## src/rtl/priority_resolver_isr_pkg.sv

```systemverilog
// Shared definitions for the interrupt priority resolver / in-service logic.
// Contents: level count, spurious level, FSM state encoding, OCW2 {R,SL,EOI}
// command codes and a priority-rank helper used for fully nested comparison.
package pic_pkg;

  localparam int         NUM_IR     = 8;
  localparam logic [2:0] SPUR_LEVEL = 3'd7;

  typedef enum logic [1:0] {
    IDLE = 2'd0,
    ACK1 = 2'd1,
    VEC  = 2'd2
  } state_t;

  // OCW2 {R, SL, EOI}
  localparam logic [2:0] OCW2_AEOI_ROT_CLR = 3'b000;
  localparam logic [2:0] OCW2_NS_EOI       = 3'b001;
  localparam logic [2:0] OCW2_NOP          = 3'b010;
  localparam logic [2:0] OCW2_SP_EOI       = 3'b011;
  localparam logic [2:0] OCW2_AEOI_ROT_SET = 3'b100;
  localparam logic [2:0] OCW2_ROT_NS_EOI   = 3'b101;
  localparam logic [2:0] OCW2_SET_PRIO     = 3'b110;
  localparam logic [2:0] OCW2_ROT_SP_EOI   = 3'b111;

  // Rank 0 is the highest priority: the level just after lowest_prio.
  function automatic logic [2:0] prio_rank(input logic [2:0] level,
                                           input logic [2:0] lowest);
    return level - lowest - 3'd1;
  endfunction

endpackage

```

## src/rtl/priority_resolver_isr_if.sv

```systemverilog
// Bus bundle between the PIC front end (IRR/IMR/command registers) and the
// priority resolver / ISR block.
//   master: drives irr, imr, inta_pulse, eoi_strobe, ocw2_rsl, ocw2_level,
//           aeoi_mode, vector_base; receives int_req, isr, clr_irr,
//           vector_out, vector_valid.
//   slave : the resolver (opposite directions).
interface priority_resolver_isr_if;
  logic [7:0] irr;
  logic [7:0] imr;
  logic       inta_pulse;
  logic       eoi_strobe;
  logic [2:0] ocw2_rsl;
  logic [2:0] ocw2_level;
  logic       aeoi_mode;
  logic [4:0] vector_base;
  logic       int_req;
  logic [7:0] isr;
  logic [7:0] clr_irr;
  logic [7:0] vector_out;
  logic       vector_valid;

  modport master (
    output irr, imr, inta_pulse, eoi_strobe, ocw2_rsl, ocw2_level,
           aeoi_mode, vector_base,
    input  int_req, isr, clr_irr, vector_out, vector_valid
  );

  modport slave (
    input  irr, imr, inta_pulse, eoi_strobe, ocw2_rsl, ocw2_level,
           aeoi_mode, vector_base,
    output int_req, isr, clr_irr, vector_out, vector_valid
  );
endinterface

```

## src/rtl/priority_resolver_isr_rot_prio_enc.sv

```systemverilog
// Rotating 8-bit priority encoder.
// Ports: vec (request bits), lowest_prio (level with lowest priority; search
// starts one above it and wraps) -> level (winning bit index), found.
module pic_rot_prio_enc
  import pic_pkg::*;
(
  input  logic [7:0] vec,
  input  logic [2:0] lowest_prio,
  output logic [2:0] level,
  output logic       found
);

  logic [2:0] idx;

  // Walk from lowest priority to highest so the last hit is the winner.
  always_comb begin
    level = '0;
    found = 1'b0;
    idx   = '0;
    for (int i = NUM_IR - 1; i >= 0; i--) begin
      idx = lowest_prio + 3'(i) + 3'd1;
      if (vec[idx]) begin
        level = idx;
        found = 1'b1;
      end
    end
  end

endmodule

```

## src/rtl/priority_resolver_isr.sv

```systemverilog
// Priority resolver and In-Service Register for an 8259-style PIC.
// Ports: clk, rst (sync, active high), bus (slave modport): pending requests
// and mask in, INT/ISR/IRR-clear/vector out, OCW2 command strobe in.
//
// state | meaning
// IDLE  | waiting for first INTA; int_req evaluated here
// ACK1  | first INTA taken, level frozen, waiting for second INTA
// VEC   | vector strobed out; AEOI clear/rotate applied on exit
module priority_resolver_isr
  import pic_pkg::*;
(
  input  logic                    clk,
  input  logic                    rst,
  priority_resolver_isr_if.slave  bus
);

  state_t     state_q, state_d;
  logic [2:0] lvl_q;
  logic       spur_q;
  logic [2:0] lowest_prio_q, lowest_prio_d;
  logic       aeoi_rotate_q, aeoi_rotate_d;
  logic [7:0] isr_q, isr_d, isr_set, isr_clr;
  logic       int_req_q;
  logic [7:0] clr_irr_q;
  logic [7:0] vector_out_q;
  logic       vector_valid_q;

  logic [7:0] req;
  logic [2:0] cand_lvl, top_lvl;
  logic       cand_found, top_found, cand_wins;
  logic       inta_first, inta_second, vec_exit;

  assign req = bus.irr & ~bus.imr;

  pic_rot_prio_enc u_cand_enc (
    .vec         (req),
    .lowest_prio (lowest_prio_q),
    .level       (cand_lvl),
    .found       (cand_found)
  );

  pic_rot_prio_enc u_isr_enc (
    .vec         (isr_q),
    .lowest_prio (lowest_prio_q),
    .level       (top_lvl),
    .found       (top_found)
  );

  // Fully nested: a request only interrupts if it outranks everything in service.
  assign cand_wins = cand_found &&
                     (!top_found ||
                      (prio_rank(cand_lvl, lowest_prio_q) < prio_rank(top_lvl, lowest_prio_q)));

  always_comb begin
    state_d     = state_q;
    inta_first  = 1'b0;
    inta_second = 1'b0;
    vec_exit    = 1'b0;
    case (state_q)
      IDLE: if (bus.inta_pulse) begin
        state_d    = ACK1;
        inta_first = 1'b1;
      end
      ACK1: if (bus.inta_pulse) begin
        state_d     = VEC;
        inta_second = 1'b1;
      end
      VEC: begin
        state_d  = IDLE;
        vec_exit = 1'b1;
      end
      default: state_d = IDLE;
    endcase
  end

  // ISR / rotation updates. EOI decodes against the pre-cycle ISR and is applied
  // after AEOI so an explicit command wins a rotation conflict; sets win over clears.
  always_comb begin
    isr_clr       = '0;
    isr_set       = '0;
    lowest_prio_d = lowest_prio_q;
    aeoi_rotate_d = aeoi_rotate_q;

    if (inta_first && cand_found) isr_set = 8'(1) << cand_lvl;

    if (vec_exit && bus.aeoi_mode && !spur_q) begin
      isr_clr[lvl_q] = 1'b1;
      if (aeoi_rotate_q) lowest_prio_d = lvl_q;
    end

    if (bus.eoi_strobe) begin
      case (bus.ocw2_rsl)
        OCW2_NS_EOI:       if (top_found) isr_clr[top_lvl] = 1'b1;
        OCW2_SP_EOI:       isr_clr[bus.ocw2_level] = 1'b1;
        OCW2_ROT_NS_EOI:   if (top_found) begin
          isr_clr[top_lvl] = 1'b1;
          lowest_prio_d    = top_lvl;
        end
        OCW2_ROT_SP_EOI: begin
          isr_clr[bus.ocw2_level] = 1'b1;
          lowest_prio_d           = bus.ocw2_level;
        end
        OCW2_SET_PRIO:     lowest_prio_d = bus.ocw2_level;
        OCW2_AEOI_ROT_SET: aeoi_rotate_d = 1'b1;
        OCW2_AEOI_ROT_CLR: aeoi_rotate_d = 1'b0;
        default: ;
      endcase
    end

    isr_d = (isr_q & ~isr_clr) | isr_set;
  end

  always_ff @(posedge clk) begin
    if (rst) begin
      state_q        <= IDLE;
      lvl_q          <= '0;
      spur_q         <= 1'b0;
      lowest_prio_q  <= 3'd7;
      aeoi_rotate_q  <= 1'b0;
      isr_q          <= '0;
      int_req_q      <= 1'b0;
      clr_irr_q      <= '0;
      vector_out_q   <= '0;
      vector_valid_q <= 1'b0;
    end else begin
      state_q        <= state_d;
      isr_q          <= isr_d;
      lowest_prio_q  <= lowest_prio_d;
      aeoi_rotate_q  <= aeoi_rotate_d;
      int_req_q      <= (state_q == IDLE) && !bus.inta_pulse && cand_wins;
      clr_irr_q      <= isr_set;
      vector_valid_q <= inta_second;
      if (inta_first) begin
        lvl_q  <= cand_found ? cand_lvl : SPUR_LEVEL;
        spur_q <= !cand_found;
      end
      if (inta_second) vector_out_q <= {bus.vector_base, lvl_q};
    end
  end

  assign bus.int_req      = int_req_q;
  assign bus.isr          = isr_q;
  assign bus.clr_irr      = clr_irr_q;
  assign bus.vector_out   = vector_out_q;
  assign bus.vector_valid = vector_valid_q;

endmodule
```

## src/flat_wrapper.sv

```systemverilog
// flat-port wrapper written by rule: the top's interface ports become plain ports
module priority_resolver_isr_flat import pic_pkg::*;
  (clk, rst, bus_irr, bus_imr, bus_inta_pulse, bus_eoi_strobe, bus_ocw2_rsl, bus_ocw2_level, bus_aeoi_mode, bus_vector_base, bus_int_req, bus_isr, bus_clr_irr, bus_vector_out, bus_vector_valid);
  priority_resolver_isr_if bus_i ();
  input  logic clk;
  input  logic rst;
  input wire logic [$bits(bus_i.irr)-1:0] bus_irr;
  input wire logic [$bits(bus_i.imr)-1:0] bus_imr;
  input wire logic [$bits(bus_i.inta_pulse)-1:0] bus_inta_pulse;
  input wire logic [$bits(bus_i.eoi_strobe)-1:0] bus_eoi_strobe;
  input wire logic [$bits(bus_i.ocw2_rsl)-1:0] bus_ocw2_rsl;
  input wire logic [$bits(bus_i.ocw2_level)-1:0] bus_ocw2_level;
  input wire logic [$bits(bus_i.aeoi_mode)-1:0] bus_aeoi_mode;
  input wire logic [$bits(bus_i.vector_base)-1:0] bus_vector_base;
  output wire logic [$bits(bus_i.int_req)-1:0] bus_int_req;
  output wire logic [$bits(bus_i.isr)-1:0] bus_isr;
  output wire logic [$bits(bus_i.clr_irr)-1:0] bus_clr_irr;
  output wire logic [$bits(bus_i.vector_out)-1:0] bus_vector_out;
  output wire logic [$bits(bus_i.vector_valid)-1:0] bus_vector_valid;
  assign bus_i.irr = bus_irr;
  assign bus_i.imr = bus_imr;
  assign bus_i.inta_pulse = bus_inta_pulse;
  assign bus_i.eoi_strobe = bus_eoi_strobe;
  assign bus_i.ocw2_rsl = bus_ocw2_rsl;
  assign bus_i.ocw2_level = bus_ocw2_level;
  assign bus_i.aeoi_mode = bus_aeoi_mode;
  assign bus_i.vector_base = bus_vector_base;
  assign bus_int_req = bus_i.int_req;
  assign bus_isr = bus_i.isr;
  assign bus_clr_irr = bus_i.clr_irr;
  assign bus_vector_out = bus_i.vector_out;
  assign bus_vector_valid = bus_i.vector_valid;
  priority_resolver_isr u_core (.clk(clk), .rst(rst), .bus(bus_i));
endmodule
```

## config.mk

```make
export PLATFORM = sky130hd
export DESIGN_NAME = priority_resolver_isr_flat
export DESIGN_NICKNAME = d
export VERILOG_FILES = /design/src/rtl/priority_resolver_isr_pkg.sv /design/src/rtl/priority_resolver_isr_if.sv /design/src/rtl/priority_resolver_isr_rot_prio_enc.sv /design/src/rtl/priority_resolver_isr.sv /design/src/flat_wrapper.sv
export SDC_FILE = /design/constraint.sdc
export NUM_CORES = 1
export LEC_CHECK = 0
export CORE_ASPECT_RATIO = 0.8
export CORE_MARGIN = 4
export CORE_UTILIZATION = 60
export CTS_CLUSTER_DIAMETER = 200
export CTS_CLUSTER_SIZE = 14
export DETAILED_ROUTE_END_ITERATION = 10
export PLACE_DENSITY = 0.87
export SETUP_SLACK_MARGIN = 0.4
export SLEW_MARGIN = 20
export SYNTH_ARGS = -nofsm -noshare
export SYNTH_HDL_FRONTEND = slang
export SYNTH_SLANG_ARGS = --single-unit
```

## constraint.sdc

```tcl
create_clock -name clk -period 7 [get_ports clk]
set_clock_uncertainty 0.15 [all_clocks]
set_input_delay 1.4 -clock clk [delete_from_list [all_inputs] [get_ports clk]]
set_output_delay 1.4 -clock clk [all_outputs]
set_load 0.02 [all_outputs]
```

==> results.ini, run 1 <==
[synth]
ys_async_sr_fraction_pct = 0
syn_area_um2 = 3874
synth_fp_nets = 462
ys_ff_latch = 36
syn-instance-count = 421
synth_cell_types = 80
ys_seq_area_share_pct = 18.60
ys.flop_type = dfxtp_1
synth_warnings = 0
synth-edff-count = 0
avgSynthCellArea_um2 = 9.201

[global_route]
track_usage_pct = 30.34
grt_max_degree = 44
grt-ovfl-total = 0
grt_pass1_wl_um = 19130
grt_pass1_vias = 3726
antenna_found_initial = 0

[clock_tree]
htreeDepth = 2
hold_buffers = 0
cts-root-buf = clkbuf_8
cts_buffers = 5
clkSinkCount = 36
post_cts_buffers = 0
insertion_delay_ns = 0.29
clock_path_buffers = 2
clkTransAtPathRegs_ns = 0.08
cts_tree = built
cts_resized = 0

[sta]
fmax_ghz = 0.1764
layout_setup_ws_ns = 1.332
max_slew.worst_pin.slew_ns = 1.029
slew_headroom_pct = 31.17
period_minus_slack_ns = 5.668
tns_ns = 0
fin_crit_sh_pct = 80.97
slew_viol_final = 0
grt_setup_unrepaired = no
hold_viol = 0
setup_viol = 0

[die]
start_util_pct = 63.84
die_h_um = 79.87
core-area_um2 = 6068
die-area_um2 = 7814
row_count = 25
dieWidth_um = 97.84
num_io_pins = 58

[detailed_routing]
wl_um = 11970
drc = 0
wire_per_inst_um = 21.85
drtIter0Drc = 470
viasPerCell = 7.223
antenna_left = 0
drt-pass1-iter-count = 7
via_count = 3958

[final_layout]
n_antenna_cell = 0
syn_to_final_growth_pct = 16.73
most-common-layout-cells = 57 x clkdlybuf4s50_1, 37 x nor2_1, 35 x dfxtp_1
layout_commonest_cell = clkdlybuf4s50_1
drive_gt1_share_pct = 14.35
fin_nets = 507

[place]
post-place-ws_ns = 1.356
place_congestion = 0.9746
dp_hpwl_um = 8806
portBuffers = 57

[run_status]
status = completed

[setup_path]
r2r_start = u_core.lowest_prio_q[0]
cpPeakStageDelay_ns = 0.90
critPathMaxFanout = 28
r2r_slack_ns = 1.33
worstSetupPathType = flip-flop to flip-flop
path_delay_family = adder cells
cp_slowest_cell = ha_1
path_depth = 14
startpoint = u_core.lowest_prio_q[0]
cp_cell_sequence = inv_2 -> ha_1 -> mux2_2 -> mux4_2 -> a41o_1 -> o32ai_1 -> inv_1 -> fa_1 -> xnor2_1 -> xnor2_1 -> ha_1 -> nor2b_1 -> o21ai_0 -> and3_1
reg2reg_to = u_core.bus.int_req
critPathArrivalTime_ns = 5.70
crit_required_ns = 7.04
start_kind = flip-flop
crit_buf_inv = 2
rr_worst_depth = 14
end_kind = flip-flop

[hold_path]
worstHoldStart = u_core.aeoi_rotate_q
hp-class = flip-flop to flip-flop
min_path_cells = 2
hold_path_end = u_core.aeoi_rotate_q

[power]
p_sw_share_pct = 45.97
net-switching-power_uw = 459.1
pwr-share-clk_pct = 15.1
p_seq_share_pct = 25.7
leakage_uw = 0.001689
ir_worst_vdd_mv = 0.1500
p_int_uw = 539.7
p_per_area_nw_per_um2 = 220.9
combPwrFrac_pct = 59.2

[job]
maxCapViolCount = 0

## how the worst max path moves through the flow
stage,end,slack (ns)
2_1_floorplan,u_core.bus.int_req,2.28
3_3_place_gp,u_core.bus.int_req,1.52
3_5_place_dp,u_core.bus.int_req,1.36
4_1_cts,u_core.bus.int_req,1.51
5_1_grt,u_core.bus.int_req,1.11
6_report,u_core.bus.int_req,1.33
## layer usage
metal	track usage [%]	vias to the layer above	wire length, µm
met5	0	-	0
met2	46.13	270	5398
li1	-	1753	-
met4	7.331	0	231
met3	8.559	35	1566
met1	42.69	1900	4777
## worst reg2reg max path, stage by stage, from the launching register on
cell	delay, ns
dfxtp_2	0.33
inv_2	0.36
ha_1	0.90
mux2_2	0.46
mux4_2	0.45
a41o_1	0.25
o32ai_1	0.83
inv_1	0.35
fa_1	0.51
xnor2_1	0.15
xnor2_1	0.14
ha_1	0.29
nor2b_1	0.11
o21ai_0	0.07
and3_1	0.21
## stage by stage
stage	cell area (µm²)	utilization, %	instances	hold WS [ns]	power, µW
6_report	4522	74.52	548	0.3385	998.8
5_1_grt	4522	74.52	548	0.3649	1046
4_1_cts	4522	74.52	548	0.3325	975.4
3_5_place_dp	4434	73.07	540	0.3212	826.5
3_3_place_gp	4434	73.07	540	0.2953	810.9
2_1_floorplan	3874	-	421	0.2866	669.2
## synth_stat cells, types with 11 or more instances
| cell type | n | area [µm²] |
|---|---|---|
| mux4_2 | 26 | 585.6 |
| o21ai_0 | 11 | 55.05 |
| nand3_1 | 14 | 70.07 |
| nand2_1 | 21 | 78.83 |
| nor2_1 | 37 | 138.9 |
| inv_1 | 14 | 52.55 |
| nand2b_1 | 12 | 75.07 |
| mux2i_1 | 27 | 270.3 |
| a21oi_1 | 25 | 125.1 |
| nor2b_1 | 13 | 81.33 |
| dfxtp_1 | 36 | 720.7 |
## sequential cells by signal, summed over array words and instances, names as in the netlist
name / flops
u_core.bus.vector_valid: 1
u_core.lowest_prio_q: 3
u_core.bus.isr: 8
u_core.spur_q: 1
u_core.state_q: 2
u_core.bus.int_req: 1
u_core.aeoi_rotate_q: 1
u_core.bus.vector_out: 8
u_core.lvl_q: 3
u_core.bus.clr_irr: 8
## layout make-up
type / instances / area, µm²
Timing Repair Buffer: 62 / 608.1
Inverter: 17 / 63.81
Tap cell: 81 / 101.3
Clock buffer: 5 / 68.82
Sequential cell: 36 / 721.9
Clock inverter: 3 / 18.77
Multi-Input combinational cell: 344 / 2939
Fill cell: 453 / 1546
## power groups by stage
stage	registers, µW	logic [µW]	clock network (µW)
floorplan	259	410	0
global placement	259	552	0
detailed placement	259	567	0
CTS	255	571	150
global route	259	629	158
finish	257	592	150
## cells by family (layout without fill, tap and decap cells)
logic type | Yosys count | count (layout) | share of synthesized area, %
buffers and inverters | 41 | 87 | 5.523
muxes | 63 | 63 | 26.16
xor gates and xnor gates | 10 | 10 | 3.327
AOI/OAI and AO/OA | 108 | 108 | 21.03
and+or+nand+nor | 154 | 154 | 22.06
DFF | 36 | 36 | 18.60
adders and majority gates | 9 | 9 | 3.295
Power figures use the tool's default switching activity.
==> inputs of run 2 (changes only) <==
CORE_UTILIZATION = 50   (was 60)
PLACE_DENSITY = 0.78   (was 0.87)
clock period = 4.9 ns   (was 7 ns; I/O delays follow)
==> results.ini, run 2 (same netlist as run 1, synthesis figures left out) <==
[run_status]
status = completed

[clock_tree]
hold_buffers = 0  ; unchanged
clkTransAtPathRegs_ns = 0.07  ; about the same
cts_tree = built
clkSinkCount = 36  ; unchanged
htreeDepth = 2  ; unchanged
cts_buffers = 5  ; unchanged
clock_path_buffers = 2  ; unchanged
insertion_delay_ns = 0.29  ; about the same
cts-root-buf = clkbuf_8

[detailed_routing]
via_count = 3976  ; +0.45%
drt-pass1-iter-count = 5  ; -2
drtIter0Drc = 367  ; -22%
drc = 0  ; unchanged
wire_per_inst_um = 19.94  ; -8.7%
wl_um = 11990  ; +0.10%
antenna_left = 0  ; unchanged
viasPerCell = 6.616  ; -8.4%

[setup_path]
r2r_start = u_core.lowest_prio_q[1]
rr_worst_depth = 15  ; +1
critPathArrivalTime_ns = 4.43  ; -1.27 ns
reg2reg_to = u_core.bus.int_req
start_kind = input pin
r2r_slack_ns = 0.64  ; -0.69 ns
critPathMaxFanout = 4  ; -86%
worstSetupPathType = input pin to flip-flop
end_kind = flip-flop
crit_required_ns = 4.94  ; -2.10 ns

[die]
core-area_um2 = 7462  ; +23%
start_util_pct = 51.91  ; -12 points
dieWidth_um = 106.4  ; +8.8%
die_h_um = 86.73  ; +8.6%
die-area_um2 = 9228  ; +18%
row_count = 28  ; +12%
num_io_pins = 58  ; unchanged

[sta]
fin_crit_sh_pct = 89.60
period_minus_slack_ns = 4.391
fmax_ghz = 0.2278
slew_viol_final = 0  ; unchanged
tns_ns = 0  ; unchanged
setup_viol = 0  ; unchanged
slew_headroom_pct = 36.60  ; +5.4 points
hold_viol = 0  ; unchanged
max_slew.worst_pin.slew_ns = 0.9489  ; -0.08037 ns
grt_setup_unrepaired = no

[hold_path]
hold_path_end = u_core.aeoi_rotate_q
worstHoldStart = u_core.aeoi_rotate_q
min_path_cells = 2  ; unchanged
hp-class = flip-flop to flip-flop

[global_route]
grt_pass1_wl_um = 18690  ; -2.3%
antenna_found_initial = 0  ; unchanged
grt_max_degree = 23  ; -48%
busiest_layer = met2
grt-ovfl-total = 0  ; unchanged
use_met1_pct = 36.77  ; -5.9 points
track_usage_pct = 25.32  ; -5.0 points
grt_pass1_vias = 3705  ; -0.56%
use_met2_pct = 38.87  ; -7.3 points
use_met3_pct = 6.478  ; -2.1 points

[final_layout]
n_antenna_cell = 0  ; unchanged
postLayoutCellArea_um2 = 4917  ; +8.7%
drive_gt1_share_pct = 23.79  ; +9.4 points
num-fill-cells = 621  ; +37%
layout_commonest_cell = clkdlybuf4s50_1
syn_to_final_growth_pct = 26.94
fin_nets = 536  ; +5.7%
most-common-layout-cells = 54 x clkdlybuf4s50_1, 37 x nor2_1, 34 x dfxtp_1

[power]
p_per_area_nw_per_um2 = 310.7  ; +41%
leakage_uw = 0.001906  ; +13%
ir_worst_vdd_mv = 0.1813  ; +21%

[place]
place_congestion = 1.015  ; +4.2%
detailed_place.area_um2 = 4637  ; +4.6%
portBuffers = 57  ; unchanged
dp_hpwl_um = 8987  ; +2.1%

[job]
maxCapViolCount = 0  ; unchanged

## run 2: timing repair
item / in CTS / in global routing
pin swaps: 0 / 4
gates resized for setup: 11 / 27
setup endpoints to repair: 1 / 1
setup buffers: 0 / 7
## run 2: power by group
part / leakage [µW] / switching (µW) / total [µW] / internal (µW)
registers: 0.000292 / 46.9 / 367 / 320
logic: 0.00157 / 513 / 936 / 424
clock network: 0.0000445 / 110 / 225 / 114
total: 0.00191 / 670 / 1530 / 857
## run 2: worst max-delay path: stages
cell and delay (ns):
clkdlybuf4s50_1 0.57, nor2b_4 0.07, buf_4 0.14, mux4_2 0.48, a21bo_2 0.25, a21oi_2 0.14
o2111ai_1 0.11, nand3_1 0.13, inv_1 0.05, ha_1 0.19, fa_2 0.36, xnor2_2 0.15
xnor2_1 0.13, ha_1 0.28, nor2b_1 0.13, o21ai_1 0.07, and3_1 0.19
## run 2: worst max-delay path by stage
| stage | startpoint | end | cells past startpoint |
|---|---|---|---|
| after floorplan | u_core.lowest_prio_q[0] | u_core.bus.int_req | 18 |
| after global placement | bus_irr[4] | u_core.bus.int_req | 15 |
| after detailed placement | bus_irr[0] | u_core.bus.int_req | 15 |
| final | bus_imr[2] | u_core.bus.int_req | 17 |
| after CTS | bus_imr[3] | u_core.bus.int_req | 16 |
| after global routing | bus_imr[2] | u_core.bus.int_req | 17 |
## run 2: cell type report
class | count | area (µm²) | share of cell area [%]
Multi-Input combinational cell | 344 | 3068 | 62.39
Timing Repair Buffer | 91 | 837.1 | 17.02
Sequential cell | 36 | 723.2 | 14.71
Tap cell | 105 | 131.4 | 2.672
Clock buffer | 7 | 86.33 | 1.756
Inverter | 17 | 63.81 | 1.298
Clock inverter | 1 | 7.507 | 0.1527
## run 2: through the flow
step	hold WS [ns]	cells	total power [µW]	setup slack, ns	utilization (%)
after floorplan	0.2866	421	962.1	0.4233	-
after global placement	0.3009	586	1224	0.1140	62.14
after detailed placement	0.3023	586	1239	-0.06965	62.14
after CTS	0.3121	594	1471	0.4090	63.93
after global routing	0.3599	601	1614	0.3874	65.90
final	0.3164	601	1528	0.5094	65.90
## run 2: routing by layer
layer | wire, µm | share of wire (%)
met1 | 5217 | 44
met2 | 5374 | 45
met3 | 1279 | 11
met4 | 115 | 0.96
met5 | 0 | 0
==> inputs of run 3 (changes only) <==
SETUP_SLACK_MARGIN = not set   (was 0.4)
==> results.ini, run 3 (same netlist as run 1, synthesis figures left out) <==
[global_route]
grt-ovfl-total = 0  ; unchanged
track_usage_pct = 25.55  ; +0.23 points
antenna_found_initial = 0  ; unchanged
grt_pass1_wl_um = 19060  ; +2.0%
grt_max_degree = 29  ; +26%
grt_pass1_vias = 3628  ; -2.1%

[detailed_routing]
wl_um = 11710  ; -2.3%
antenna_left = 0  ; unchanged
drc = 0  ; unchanged
drt-pass1-iter-count = 5  ; unchanged
drtIter0Drc = 475  ; +29%
viasPerCell = 6.616  ; about the same
wire_per_inst_um = 19.75  ; -0.98%
via_count = 3923  ; -1.3%

[power]
net-switching-power_uw = 654.6  ; -2.3%
ir_worst_vdd_mv = 0.1592  ; -12%
p_per_area_nw_per_um2 = 320.5  ; +3.1%
leakage_uw = 0.001803  ; -5.4%
p_int_uw = 866.7  ; +1.1%
p_sw_share_pct = 43.03  ; -0.85 points
pwr-share-clk_pct = 16.8  ; +2.1 points
combPwrFrac_pct = 59.1  ; -2.2 points
p_seq_share_pct = 24.0  ; about the same

[clock_tree]
post_cts_buffers = 0  ; unchanged
clkTransAtPathRegs_ns = 0.07  ; about the same
cts_tree = built
cts-root-buf = clkbuf_8
htreeDepth = 2  ; unchanged
clock_path_buffers = 2  ; unchanged
cts_buffers = 5  ; unchanged
hold_buffers = 0  ; unchanged
insertion_delay_ns = 0.28  ; about the same
clkSinkCount = 36  ; unchanged
cts_resized = 0  ; -11

[setup_path]
cp_slowest_cell = mux4_2
critPathArrivalTime_ns = 4.75  ; +0.32 ns
cp_cell_sequence = clkdlybuf4s50_1 -> nor2b_1 -> mux2i_1 -> mux4_2 -> a311o_1 -> and3_1 -> o211ai_2 -> inv_1 -> fa_1 -> xnor2_1 -> xnor2_1 -> ha_1 -> nor2b_1 -> o21ai_0 -> and3_1
cpPeakStageDelay_ns = 0.54  ; -0.03 ns
r2r_slack_ns = 0.51  ; -0.13 ns
rr_worst_depth = 15  ; unchanged
start_kind = input pin
crit_required_ns = 4.98  ; +0.04 ns
end_kind = flip-flop
worstSetupPathType = input pin to flip-flop
critPathMaxFanout = 5  ; +1
r2r_start = u_core.lowest_prio_q[1]
reg2reg_to = u_core.bus.int_req

[final_layout]
layout_commonest_cell = clkdlybuf4s50_1
most-common-layout-cells = 57 x clkdlybuf4s50_1, 37 x nor2_1, 35 x dfxtp_1
postLayoutCellArea_um2 = 4747  ; -3.5%
fin_nets = 528  ; -1.5%
drive_gt1_share_pct = 18.03  ; -5.8 points
n_antenna_cell = 0  ; unchanged
num-fill-cells = 650  ; +4.7%
syn_to_final_growth_pct = 22.55

[hold_path]
worstHoldStart = u_core.aeoi_rotate_q
min_path_cells = 2  ; unchanged
hold_path_end = u_core.aeoi_rotate_q
hp-class = flip-flop to flip-flop

[die]
die-area_um2 = 9228  ; unchanged
dieWidth_um = 106.4  ; unchanged
num_io_pins = 58  ; unchanged
row_count = 28  ; unchanged
die_h_um = 86.73  ; unchanged
start_util_pct = 51.91  ; unchanged
core-area_um2 = 7462  ; unchanged

[sta]
slew_headroom_pct = 56.97  ; +20 points
tns_ns = 0  ; unchanged
hold_viol = 0  ; unchanged
slew_viol_final = 0  ; unchanged
fmax_ghz = 0.2143  ; -5.9%
fin_crit_sh_pct = 95.23  ; +5.6 points
period_minus_slack_ns = 4.666  ; +0.2755 ns
max_slew.worst_pin.slew_ns = 0.6445  ; -0.3044 ns
layout_setup_ws_ns = 0.2339  ; -0.2755 ns
setup_viol = 0  ; unchanged
grt_setup_unrepaired = no

[place]
dp_hpwl_um = 8762  ; -2.5%
post-place-ws_ns = 0.007766  ; +0.07741 ns
detailed_place.area_um2 = 4634  ; about the same
portBuffers = 57  ; unchanged
place_congestion = 0.9765  ; -3.8%

[run_status]
status = completed

[job]
maxCapViolCount = 0  ; unchanged

## run 3: power groups by stage
stage,Sequential (µW),Clock [µW],Combinational [µW]
after floorplan,370,0,586
after global placement,369,0,859
after detailed placement,369,0,872
after CTS,363,258,875
after global routing,369,270,970
final,366,256,899
## run 3: layer usage
| layer | GRT usage (%) | part of all wire, % | wire length, µm |
|---|---|---|---|
| met1 | 39.25 | 45 | 5250 |
| met2 | 37.15 | 43 | 5028 |
| met3 | 5.212 | 11 | 1285 |
| met4 | 5.110 | 1.3 | 148 |
| met5 | 0 | 0 | 0 |
## run 3: layout make-up
cell class / count / area (µm²) / area share [%]
inverter: 17 / 63.81 / 1.344
timing repair buffer: 83 / 778.2 / 16.39
tap: 105 / 131.4 / 2.768
sequential: 36 / 721.9 / 15.21
multi-input combinational: 344 / 2944 / 62.02
clock inverter: 2 / 35.03 / 0.7380
clock buffer: 6 / 72.57 / 1.529
## run 3: worst max path at each step
stage                       startpoint            endpoint  depth (start not counted)
2_1_floorplan  u_core.lowest_prio_q[0]  u_core.bus.int_req                         18
3_3_place_gp                bus_irr[5]  u_core.bus.int_req                         15
3_5_place_dp                bus_irr[3]  u_core.bus.int_req                         15
4_1_cts                     bus_irr[3]  u_core.bus.int_req                         15
5_1_grt                     bus_irr[3]  u_core.bus.int_req                         15
6_report                    bus_irr[3]  u_core.bus.int_req                         15
## run 3: stage by stage
stage               utilization, %  hold WS [ns]  std cells  total power (µW)
global route                 63.62        0.3488        593              1609
floorplan                        -        0.2866        421             956.0
finish                       63.62        0.3130        593              1521
global placement             62.11        0.2958        585              1229
CTS                          63.55        0.3131        593              1496
detailed placement           62.11        0.3022        585              1241
## run 3: worst max-delay path: cells and delay by family
family / cells / cell delay, ns
mux: 2 / 0.74
fa+ha+maj: 2 / 0.67
buf+inv: 2 / 0.57
simple gates: 4 / 0.76
xor+xnor: 2 / 0.32
compound gates: 3 / 0.72
==> RTL change 1: new RTL, settings of run 1 <==
Encoding of `state_t`: now one-hot (3 bits for 3 states).
--- a/src/rtl/priority_resolver_isr_pkg.sv
+++ b/src/rtl/priority_resolver_isr_pkg.sv
@@ -7,8 +7,8 @@
   localparam logic [2:0] SPUR_LEVEL = 3'd7;
 
-  typedef enum logic [1:0] {
-    IDLE = 2'd0,
-    ACK1 = 2'd1,
-    VEC  = 2'd2
+  typedef enum logic [2:0] {
+    IDLE = 3'b001,
+    ACK1 = 3'b010,
+    VEC  = 3'b100
   } state_t;
 
Check against the original RTL: same outputs for any inputs over 4 cycles, from zero or initial values and one cycle with rst high; so few cycles prove little.
==> RTL change 1 against run 1 <==
  * Non-clock buffer count is 2 higher
  * Total power grew 3.2%
  * Wire length rose by 0.13%
  * Worst setup slack worse by 0.55 ns
  * Cell count rose by 5.7%
  * Final area grew 3.0%
  * Synthesized cell count up 8.1%
  * Sequential cell count increased by 1
  * Via count is 2.2% higher
  * Synthesized area rose by 2.7%
  * Highest routed layer unchanged
==> RTL change 1: results (changes against run 1) <==
* Status: finished, final reports clean
* Area of the multi-input gates at 0.00299 mm2 (+1.9%)
* Ys async rst share at 0% (unchanged)
* Top layer in use: met4
* Nonclk buf count at 64 (+3.2%)
* Reg2Reg Depth at 15 (+1)
* Clk tree area frac at 2.58% (+0.64 points)
* Post-DR vias/cell at 6.99 (-3.3%)
* Seq/Total Area, Yosys at 18.6% (about the same)
* Multi-In Gates at 368 (+7.0%)
* Slowest stage delay, CP at 0.58 ns (-0.32 ns)
* Nonclk inv count at 18 (+1)
* Mapped Cells at 455 (+8.1%)
* Sequential cell area share at 15.9% (-0.033 points)
* Share of cells above drive strength 1 at 13.7% (-0.61 points)
* Buffering overhead at 13.4% (-0.068 points)
* Area contributors post-synth: dfxtp_1 (19%), mux4_2 (17%), mux2i_1 (6.5%)
* Fill cells at 509 (+12%)
* Slowest stage cell, crit path: a222oi_1
* Met1 GRT Util at 42.8% (+0.072 points)
* Placer congestion estimate at 0.939 (-3.6%)
* M2 GR Usage at 48.7% (+2.5 points)
* Leak at 1.75 nW (+3.4%)
* Layout clock buffer count at 6 (+1)
* Hpwl dp at 9.02 mm (+2.5%)
* Post-synth net total at 496 (+7.4%)
* Largest net degree at the start of global routing at 41 (-6.8%)
* Yosys cell types at 79 (-1.3%)
* Ys flop type: dfxtp_1
* DRT Wirelength at 12.0 mm (+0.13%)
* Placed standard-cell area at 0.00454 mm2 (+2.3%)
* Avg Cell Area, Syn at 8.74 um2 (-5.0%)
* GRT Total Usage at 30.7% (+0.37 points)
* Vias in the first global route at 3819 (+2.5%)
* Fin nets at 535 (+5.5%)
* DRT iter0 DRCs at 457 (-2.8%)
* VDD IR max at 145 uV (-3.2%)
* Worst Max-Slew Pin Slew at 0.979 ns (-0.0499 ns)
* First drt pass iteration count at 5 (-2)
* Met1 wire length at 4.98 mm (+4.2%)
* Routed length on met2 at 5.44 mm (+0.74%)
* Grt met3 use at 6.70% (-1.9 points)
* Post-synth top cells: nand2_1 (57), dfxtp_1 (37), nor2_1 (37)
* Dpl cells at 571 (+5.7%)
* Via count at 4045 (+2.2%)
* CP max FO at 10 (-64%)
* Hold Path Class: reg2reg
* Root Buffer Master: clkbuf_8
* First-pass GRT wire length at 19.8 mm (+3.5%)
* Delay-heaviest family, CP: compound AO/OA/AOI/OAI gates
* Synth Register Bits at 37 (+2.8%)
* DR WL met3 at 1.29 mm (-17%)
## RTL change 1: cell types whose count changed after synthesis, moves of 4 or more
cell      before  now
nand2_1       21   57
nand3_1       14    6
a41o_1         4    0
mux2i_4        4    0
mux4_2        26   30
clkbuf_1       9   15
nor4bb_1       4    0
buf_2          3    7
o31ai_1        1    6
nand3b_1       1    5
## RTL change 1: cells by family after synthesis
kind of cell	after synthesis	synth area share (%)
mux	66	26.9
compound gates	108	20.0
xor+xnor	10	3.15
simple gates	175	22.1
fa+ha+maj	9	3.21
buf+inv	50	6.10
flops	37	18.6
## RTL change 1: final timing paths
| check | slack [ns] | startpoint | to |
|---|---|---|---|
| setup reg to reg | 1.41 | u_core.lowest_prio_q[0]$_SDFF_PP1_ | u_core.bus.int_req$_SDFF_PP0_ |
| hold / removal | 0.31 | u_core.bus.vector_out[7]$_SDFFE_PP0P_ | u_core.bus.vector_out[7]$_SDFFE_PP0P_ |
| setup / recovery | 0.78 | bus_irr[7] | u_core.bus.int_req$_SDFF_PP0_ |
| hold reg to reg | 0.31 | u_core.bus.vector_out[7]$_SDFFE_PP0P_ | u_core.bus.vector_out[7]$_SDFFE_PP0P_ |
## RTL change 1: where the power goes
part | internal, W | switching (W) | total (W)
combinational | 0.000247 | 0.000331 | 0.000577
clock | 0.000116 | 0.0000814 | 0.000197
sequential | 0.000227 | 0.0000297 | 0.000256
total | 0.000589 | 0.000442 | 0.00103
## RTL change 1: through the flow
stage	util, %	worst slack (ns)	hold slack (ns)	power (W)
finish	72.7	0.778	0.310	0.00103
global route	72.7	0.434	0.328	0.00109
floorplan	-	1.85	0.287	0.000674
CTS	72.7	0.900	0.313	0.00102
detailed placement	70.8	0.605	0.301	0.000819
global placement	70.8	0.882	0.291	0.000803
==> RTL change 2: new RTL, config.mk and constraints of run 1 <==
Made on the original files. Change the package constant `NUM_IR` from 8 to 7.
--- a/src/rtl/priority_resolver_isr_pkg.sv
+++ b/src/rtl/priority_resolver_isr_pkg.sv
@@ -4,5 +4,5 @@
 package pic_pkg;
 
-  localparam int         NUM_IR     = 8;
+  localparam int         NUM_IR     = 7;
   localparam logic [2:0] SPUR_LEVEL = 3'd7;
 
Behaviour: not the same (Yosys sat finds a counterexample within 4 cycles, from zero or initial values and one cycle with rst high).
==> RTL change 2 against run 1 <==
  * Total power grew 2.0%
  * Fmax is essentially flat
  * Hold slack lost 0.025 ns
  * Register-to-register slack gained 0.41 ns
  * Critical path depth grew 2
  * Clock power grew 73%
  * Wire length shrank 6.5%
  * Worst setup slack gained 0.0020 ns
  * Global-route usage grew 0.29 points
  * Synthesized area shrank 6.9%
  * Final area shrank 4.2%
  * Sequential cell count is the same
  * Cell count shrank 5.7%
==> RTL change 2: results (changes against run 1) <==
* Status: finished, final reports clean
* Worst setup path start: bus_irr[7]
* Slowest stage cell, crit path: mux4_2
* Post-synth top cells: dfxtp_1 (36), nor2_1 (28), mux2i_1 (27)
* Adder-cell area share of the yosys netlist at 3.19% (-0.10 points)
* DRT Wirelength at 11.2 mm (-6.5%)
* Clk tree area frac at 3.67% (+1.7 points)
* Area contributors post-synth: dfxtp_1 (20%), mux4_2 (12%), mux2i_1 (7.5%)
* Dpl cells at 509 (-5.7%)
* Leak at 1.59 nW (-5.8%)
* Worst Setup Slack, final at 1.33 ns (+0.00203 ns)
* Placed standard-cell area at 0.00418 mm2 (-5.8%)
* Yosys cell types at 67 (-16%)
* Rel. slew slack at 52.2% (+21 points)
* R2r setup slk at 1.74 ns (+0.41 ns)
* DRT iter0 DRCs at 492 (+4.7%)
* Buffering overhead at 14.7% (+1.3 points)
* Nonclk inv count at 10 (-7)
* Placer congestion estimate at 0.988 (+1.4%)
* Post-DR vias/cell at 7.11 (-1.5%)
* VDD IR max at 215 uV (+44%)
* Share of cells above drive strength 1 at 12.8% (-1.6 points)
* Slowest stage delay, CP at 0.55 ns (-0.35 ns)
* Multi-input combinational area share at 61.8% (-3.2 points)
* Fin nets at 478 (-5.7%)
* Reg2Reg Depth at 16 (+2)
* Multiplexer share of the synthesized area at 25.4% (-0.75 points)
* Clock Latency Late Sink at 0.31 ns (+0.02 ns)
* Compound-gate portion of the synthesized area at 18.2% (-2.9 points)
* Final Util at 76.8% (+2.3 points)
* Multi-In Gates at 319 (-7.3%)
* GRT Total Usage at 30.6% (+0.29 points)
* Avg Cell Area, Syn at 9.24 um2 (+0.45%)
* WP data arrival at 5.74 ns (+0.04 ns)
* Seq/Total Area, Yosys at 20.0% (+1.4 points)
* Nonclk buf count at 66 (+6.5%)
* Hpwl dp at 8.12 mm (-7.8%)
* Fill cells at 430 (-5.1%)
* First-pass GRT wire length at 17.5 mm (-8.4%)
[RTL change 2: cell types whose count changed after synthesis, moves of 6 or more]
cell,change
a211oi_1,+9
a21oi_1,-10
inv_1,-10
mux4_2,-6
nand3b_1,+11
nor2_1,-9
nor3_1,+10
[RTL change 2: metal layers]
metal / wire length (um) / part of all wire [%] / up-vias / track usage [%]
li1: - / - / 1628 / -
met4: 181 / 1.6 / 0 / 8.65
met2: 4720 / 42 / 265 / 41.9
met5: 0 / 0 / - / 0
met1: 5020 / 45 / 1764 / 46.2
met3: 1280 / 11 / 20 / 9.10
[RTL change 2: report_power, final]
part	switching [W]	internal (W)	total, W
logic	0.000300	0.000215	0.000515
registers	0.0000238	0.000222	0.000246
clock network	0.0000803	0.000178	0.000259
total	0.000404	0.000615	0.00102
[RTL change 2: logic make-up after synthesis]
group | count (synthesis)
simple gates | 154
compound gates | 85
mux | 59
flops | 36
buf+inv | 35
xor+xnor | 13
fa+ha+maj | 8
